File: src/rtl/instr_fetch_unit_pkg.sv
// Shared types and constants for the instruction fetch unit.
// The next-PC selector encodings must match those produced by the control unit.
package fetch_pkg;

   typedef enum logic [2:0] {
      ST_IDLE = 3'd0,
      ST_REQ  = 3'd1,
      ST_WAIT = 3'd2,
      ST_HOLD = 3'd3,
      ST_ERR  = 3'd4
   } fetch_state_e;

   localparam logic [1:0] PC_SRC_PLUS4  = 2'b00;
   localparam logic [1:0] PC_SRC_BRANCH = 2'b01;
   localparam logic [1:0] PC_SRC_JAL    = 2'b10;
   localparam logic [1:0] PC_SRC_JALR   = 2'b11;

   // addi x0, x0, 0: harmless opcode for the control unit while nothing is held
   localparam logic [31:0] NOP_INSTR_DEFAULT = 32'h0000_0013;
   localparam logic [31:0] RESET_PC_DEFAULT  = 32'h0000_0000;

   // Instruction addresses must be word aligned
   function automatic logic is_misaligned(input logic [31:0] addr);
      return addr[1:0] != 2'b00;
   endfunction

endpackage

File: src/rtl/instr_fetch_unit_if.sv
// Instruction-memory port: a valid/ready request channel carrying the fetch
// address and a valid-only response channel carrying the instruction word.
interface instr_fetch_unit_if;

   logic        imem_req_valid;
   logic        imem_req_ready;
   logic [31:0] imem_req_addr;
   logic        imem_rsp_valid;
   logic [31:0] imem_rsp_data;

   // The fetch unit issues requests and consumes responses
   modport master (
      output imem_req_valid,
      output imem_req_addr,
      input  imem_req_ready,
      input  imem_rsp_valid,
      input  imem_rsp_data
   );

   // The instruction memory accepts requests and returns data
   modport slave (
      input  imem_req_valid,
      input  imem_req_addr,
      output imem_req_ready,
      output imem_rsp_valid,
      output imem_rsp_data
   );

endinterface

File: src/rtl/instr_fetch_unit_next_pc_calc.sv
// Combinational next-PC selection. All adds wrap modulo 2^32; the jalr
// target has bit 0 cleared before the alignment check.
module next_pc_calc
   import fetch_pkg::*;
(
   input  logic [31:0] pc,
   input  logic [1:0]  pc_src,
   input  logic        branch_taken,
   input  logic [31:0] imm,
   input  logic [31:0] jalr_base,
   output logic [31:0] next_pc,
   output logic        misaligned
);

   logic [31:0] seq_pc;
   logic [31:0] rel_pc;
   logic [31:0] jalr_pc;

   assign seq_pc  = pc + 32'd4;
   assign rel_pc  = pc + imm;
   assign jalr_pc = (jalr_base + imm) & ~32'h1;

   // Pick the target requested by the control stage
   always_comb begin
      next_pc = seq_pc;
      case (pc_src)
         PC_SRC_PLUS4:  next_pc = seq_pc;
         PC_SRC_BRANCH: next_pc = branch_taken ? rel_pc : seq_pc;
         PC_SRC_JAL:    next_pc = rel_pc;
         PC_SRC_JALR:   next_pc = jalr_pc;
         default:       next_pc = seq_pc;
      endcase
   end

   assign misaligned = is_misaligned(next_pc);

endmodule

File: src/rtl/instr_fetch_unit.sv
// Instruction fetch unit: owns the PC, fetches one word at a time from a
// multi-cycle instruction memory and holds it for decode until retired.
// A misaligned jump target parks the unit in ERR until reset.
module instr_fetch_unit
   import fetch_pkg::*;
#(
   parameter logic [31:0] RESET_PC  = fetch_pkg::RESET_PC_DEFAULT,
   parameter logic [31:0] NOP_INSTR = fetch_pkg::NOP_INSTR_DEFAULT
) (
   input  logic                       clk,
   input  logic                       rst_n,
   instr_fetch_unit_if.master         imem,
   output logic [31:0]                instr,
   output logic                       instr_valid,
   output logic [31:0]                pc,
   output logic [31:0]                pc_plus4,
   input  logic                       advance,
   input  logic [1:0]                 pc_src,
   input  logic                       branch_taken,
   input  logic [31:0]                imm,
   input  logic [31:0]                jalr_base,
   output logic                       misalign_err
);

   fetch_state_e state_reg, state_next;
   logic [31:0]  pc_reg, pc_next;
   logic [31:0]  instr_reg, instr_next;
   logic [31:0]  target_pc;
   logic         target_misaligned;

   next_pc_calc u_next_pc_calc (
      .pc           (pc_reg),
      .pc_src       (pc_src),
      .branch_taken (branch_taken),
      .imm          (imm),
      .jalr_base    (jalr_base),
      .next_pc      (target_pc),
      .misaligned   (target_misaligned)
   );

   // State, PC and held instruction; reset abandons any in-flight request
   always_ff @(posedge clk or negedge rst_n) begin
      if (!rst_n) begin
         state_reg <= ST_IDLE;
         pc_reg    <= RESET_PC;
         instr_reg <= NOP_INSTR;
      end else begin
         state_reg <= state_next;
         pc_reg    <= pc_next;
         instr_reg <= instr_next;
      end
   end

   // Fetch sequencing: responses count only in WAIT, retires only in HOLD
   always_comb begin
      state_next = state_reg;
      pc_next    = pc_reg;
      instr_next = instr_reg;
      case (state_reg)
         ST_IDLE: state_next = ST_REQ;
         ST_REQ: begin
            if (imem.imem_req_ready) begin
               state_next = ST_WAIT;
            end
         end
         ST_WAIT: begin
            if (imem.imem_rsp_valid) begin
               instr_next = imem.imem_rsp_data;
               state_next = ST_HOLD;
            end
         end
         ST_HOLD: begin
            if (advance) begin
               pc_next    = target_pc;
               instr_next = NOP_INSTR;
               state_next = target_misaligned ? ST_ERR : ST_REQ;
            end
         end
         ST_ERR:  state_next = ST_ERR;
         default: state_next = ST_IDLE;
      endcase
   end

   // Outputs decoded from state and registers only
   assign imem.imem_req_valid = (state_reg == ST_REQ);
   assign imem.imem_req_addr  = pc_reg;
   assign instr_valid         = (state_reg == ST_HOLD);
   assign misalign_err        = (state_reg == ST_ERR);
   assign instr               = instr_reg;
   assign pc                  = pc_reg;
   assign pc_plus4            = pc_reg + 32'd4;

endmodule

File: src/flat_wrapper.sv
// flat-port wrapper written by rule: the top's interface ports become plain ports
module instr_fetch_unit_flat import fetch_pkg::*;
#(
   parameter logic [31:0] RESET_PC  = fetch_pkg::RESET_PC_DEFAULT,
   parameter logic [31:0] NOP_INSTR = fetch_pkg::NOP_INSTR_DEFAULT
)
  (clk, rst_n, instr, instr_valid, pc, pc_plus4, advance, pc_src, branch_taken, imm, jalr_base, misalign_err, imem_imem_req_valid, imem_imem_req_addr, imem_imem_req_ready, imem_imem_rsp_valid, imem_imem_rsp_data);
  instr_fetch_unit_if imem_i ();
  input  logic clk;
  input  logic rst_n;
  output logic [31:0] instr;
  output logic instr_valid;
  output logic [31:0] pc;
  output logic [31:0] pc_plus4;
  input  logic advance;
  input  logic [1:0] pc_src;
  input  logic branch_taken;
  input  logic [31:0] imm;
  input  logic [31:0] jalr_base;
  output logic misalign_err;
  output wire logic [$bits(imem_i.imem_req_valid)-1:0] imem_imem_req_valid;
  output wire logic [$bits(imem_i.imem_req_addr)-1:0] imem_imem_req_addr;
  input wire logic [$bits(imem_i.imem_req_ready)-1:0] imem_imem_req_ready;
  input wire logic [$bits(imem_i.imem_rsp_valid)-1:0] imem_imem_rsp_valid;
  input wire logic [$bits(imem_i.imem_rsp_data)-1:0] imem_imem_rsp_data;
  assign imem_imem_req_valid = imem_i.imem_req_valid;
  assign imem_imem_req_addr = imem_i.imem_req_addr;
  assign imem_i.imem_req_ready = imem_imem_req_ready;
  assign imem_i.imem_rsp_valid = imem_imem_rsp_valid;
  assign imem_i.imem_rsp_data = imem_imem_rsp_data;
  instr_fetch_unit #(.RESET_PC(RESET_PC), .NOP_INSTR(NOP_INSTR)) u_core (.clk(clk), .rst_n(rst_n), .imem(imem_i), .instr(instr), .instr_valid(instr_valid), .pc(pc), .pc_plus4(pc_plus4), .advance(advance), .pc_src(pc_src), .branch_taken(branch_taken), .imm(imm), .jalr_base(jalr_base), .misalign_err(misalign_err));
endmodule
File: config.mk
export PLATFORM = sky130hd
export DESIGN_NAME = instr_fetch_unit_flat
export DESIGN_NICKNAME = d
export VERILOG_FILES = /design/src/rtl/instr_fetch_unit_pkg.sv /design/src/rtl/instr_fetch_unit_if.sv /design/src/rtl/instr_fetch_unit_next_pc_calc.sv /design/src/rtl/instr_fetch_unit.sv /design/src/flat_wrapper.sv
export SDC_FILE = /design/constraint.sdc
export NUM_CORES = 1
export LEC_CHECK = 0
export CAP_MARGIN = 20
export CORE_UTILIZATION = 30
export CTS_CLUSTER_DIAMETER = 60
export DETAILED_ROUTE_END_ITERATION = 8
export GPL_TIMING_DRIVEN = 0
export HOLD_SLACK_MARGIN = 0.02
export PLACE_DENSITY = 0.64
export SLEW_MARGIN = 20
export SYNTH_ARGS = -nofsm -noshare
export SYNTH_HDL_FRONTEND = slang
export SYNTH_SLANG_ARGS = --single-unit
File: constraint.sdc
create_clock -name clk -period 4.5 [get_ports clk]
set_input_delay 0.675 -clock clk [delete_from_list [all_inputs] [get_ports clk]]
set_output_delay 0.675 -clock clk [all_outputs]
set_load 0.02 [all_outputs]
==> results_dict.tcl, run 1 <==
set metrics [dict create \
    synth.largest_area_cell "dfrtp_1" \
    slew_headroom_pct 36.4 \
    p_seq_share_pct 18.8 \
    die_h_um 160 \
    path_clk_slew_ps 70 \
    grt_max_degree 46 \
    synth-warning-count 0 \
    synth_cell_type_count 83 \
    htree_levels 3 \
    final_net_count 1398 \
    p_leak_nw 4.49 \
    clock_path_buffers 2 \
    min_path_type "input pin to asynchronous set/reset pin" \
    cp_data_required_time_ps 3830 \
    detail_route.wl_per_cell_um 18.5 \
    slew_violations 0 \
    switchingPower_w 0.00326 \
    remaining_drc_errors 0 \
    final_cell_area_mm2 0.0106 \
    start_util_pct 30.6 \
    synth_top_area_share_pct 21.5 \
    grt_overflow_total 0 \
    timing.final.crit_share_pct 96.4 \
    cts_setup_buffers 0 \
    clkSinkCount 67 \
    endpoint_kind "output port" \
    ios 235 \
    wirelength_um 28800 \
    ys_ff_latch 67 \
    syn_nets 1152 \
    pwr-share-clk_pct 13.0 \
    reg2reg_setup_slack_ps 1180 \
    fmax_mhz 230 \
    start_kind "register" \
    avgSynthCellArea_um2 7.57 \
    yosysMostFrequentCell "nand2_1" \
    avgViaCountPerCell 5.40 \
    worstRegToRegCells 8 \
    vias 8417 \
    worst_slew_pin_slew_ps 955 \
    hold_violations 0 \
    netSwitchingFraction_pct 47.4 \
    pwr-share-comb_pct 68.2 \
    antenna_cells 0 \
    fp.dieArea_mm2 0.0255 \
    finalClockSkew_ps 7.89 \
    crit_start "u_core.imem.imem_req_addr[4]" \
    synth-async-reset-ratio_pct 100 \
    cts_buffers 9 \
    dpl.hpwl_um 22600 \
    clk_latency_ps 350 \
    dp_cells 1543 \
    grt_setup_unrepaired "false" \
    synthTopCellsByCount "146 x nand2_1, 77 x nor2_1, 68 x a21oi_1, 64 x dfrtp_1, 63 x nand3_1" \
    power.density_mw_per_mm2 650 \
    synth_area_leaders "dfrtp_1 22%, ha_1 10%, nand2_1 7.4%" \
    final_core_util_pct 43.5 \
    track_usage_pct 22.2 \
    holdBufCountCts 0 \
    grt_first_pass_wirelength_um 44200 \
    rows 57 \
    drv_cap 0 \
    grt_pass1_vias 7866 \
    crit_end "pc_plus4[29]" \
    ant_nets 0 \
    port-buffer-count 234 \
    synth_area_mm2 0.00745 \
    ys_seq_area_share_pct 22.6 \
    postPlaceCellArea_mm2 0.0102 \
    area_growth_pct 42.1 \
    intPower_w 0.00362 \
    dr.pass1.iters 7 \
    drive_above_1_share_pct 6.88 \
    worstPathMaxFanout 9 \
    drt_iter0_markers 667 \
    syn-instance-count 984 \
    die_w_um 160 \
    finalNonFillerCells 1559 \
    critical_path_class "register to output port" \
    clockRootBuffer "clkbuf_16" \
    whs_ps 236 \
    cts_resized 0 \
    cts_tree "yes" \
    rr_endpoint "u_core.imem.imem_req_addr[29]" \
    peakVddDrop_v 0.000281 \
    synth_edf_count 0 \
    setup_tns_ps 0 \
    placeableCoreArea_mm2 0.0243 \
    worstPathArrival_ps 3660 \
    reg2reg_from "u_core.imem.imem_req_addr[4]" \
    antenna_found_initial 0 \
    period_minus_slack_ps 4340 \
    status "finished clean" \
    finalSetupViolations 0 \
    routabilityCongestion 0.916 \
    synthFlopType "dfrtp_1" \
]
==> cell usage in the layout (no fill, tap or decap), types with 40 or more instances in the layout <==
| cell type | netlist | final |
|---|---|---|
| a21oi_1 | 68 | 68 |
| buf_4 | 39 | 40 |
| clkbuf_1 | 43 | 43 |
| clkdlybuf4s50_1 | 0 | 233 |
| dfrtp_1 | 64 | 64 |
| ha_1 | 62 | 62 |
| nand2_1 | 146 | 146 |
| nand3_1 | 63 | 63 |
| nor2_1 | 77 | 77 |
| o21ai_0 | 54 | 54 |
| xnor2_1 | 46 | 46 |
==> per-stage QoR <==
stage / setup slack, ps / power, W
after global placement: 162 / 0.00590
after CTS: 207 / 0.00687
final: 160 / 0.00688
after detailed placement: 234 / 0.00594
after global routing: 114 / 0.00733
after floorplan: 1490 / 0.00408
==> cell families after synthesis <==
group	synth area share, %
and+or+nand+nor	24.7
AOI/OAI and AO/OA	25.4
muxes	0.672
xor gates and xnor gates	7.88
buffers and inverters	7.78
DFF	22.6
adders and majority gates	11.0
==> worst max-delay path, stage by stage, from the launching register on <==
cell and delay [ps]:
dfrtp_1 580, and3_1 300, nand4_1 310, nor4_1 600
and2b_1 370, and3_1 200, xor2_1 280, clkdlybuf4s50_1 670
==> worst min-delay path by stage <==
stage	endpoint	slack, ps	cells past startpoint
final	u_core.instr[3]	240	1
after global routing	u_core.instr[3]	250	1
after CTS	u_core.instr[3]	240	1
after detailed placement	u_core.instr[4]	450	2
after global placement	u_core.instr[4]	440	2
after floorplan	u_core.imem.imem_req_addr[0]	380	0
==> per-layer routing <==
metal,vias to the layer above,share of wire [%],GRT usage [%]
li1,4042,-,-
met1,3954,44,29.4
met2,383,46,36.5
met3,38,7.5,4.06
met4,0,2.4,7.12
met5,-,0,0
==> power groups by stage <==
stage | registers [W] | clock network (W) | logic (W)
finish | 0.00129 | 0.000896 | 0.00469
global route | 0.00135 | 0.000926 | 0.00505
CTS | 0.00129 | 0.000908 | 0.00467
detailed placement | 0.00130 | 0 | 0.00464
global placement | 0.00129 | 0 | 0.00461
floorplan | 0.00149 | 0 | 0.00259
==> layout make-up <==
class,count,area (µm²)
timing repair buffer,235,2370
clock buffer,9,225
tap,324,405
multi-input combinational,805,5190
fill,2475,13700
sequential,67,1680
buffer,87,485
clock inverter,7,140
inverter,25,93.8
Power figures use the tool's default switching activity.
==> run 2: changes to the inputs <==
--- a/config.mk
+++ b/config.mk
@@ -5,7 +5,6 @@
 export SDC_FILE = /design/constraint.sdc
 export NUM_CORES = 1
 export LEC_CHECK = 0
-export CAP_MARGIN = 20
 export CORE_UTILIZATION = 30
 export CTS_CLUSTER_DIAMETER = 60
 export DETAILED_ROUTE_END_ITERATION = 8
==> results of run 2 <==
No change in the layout: final DEF, timing and power equal those of run 1.
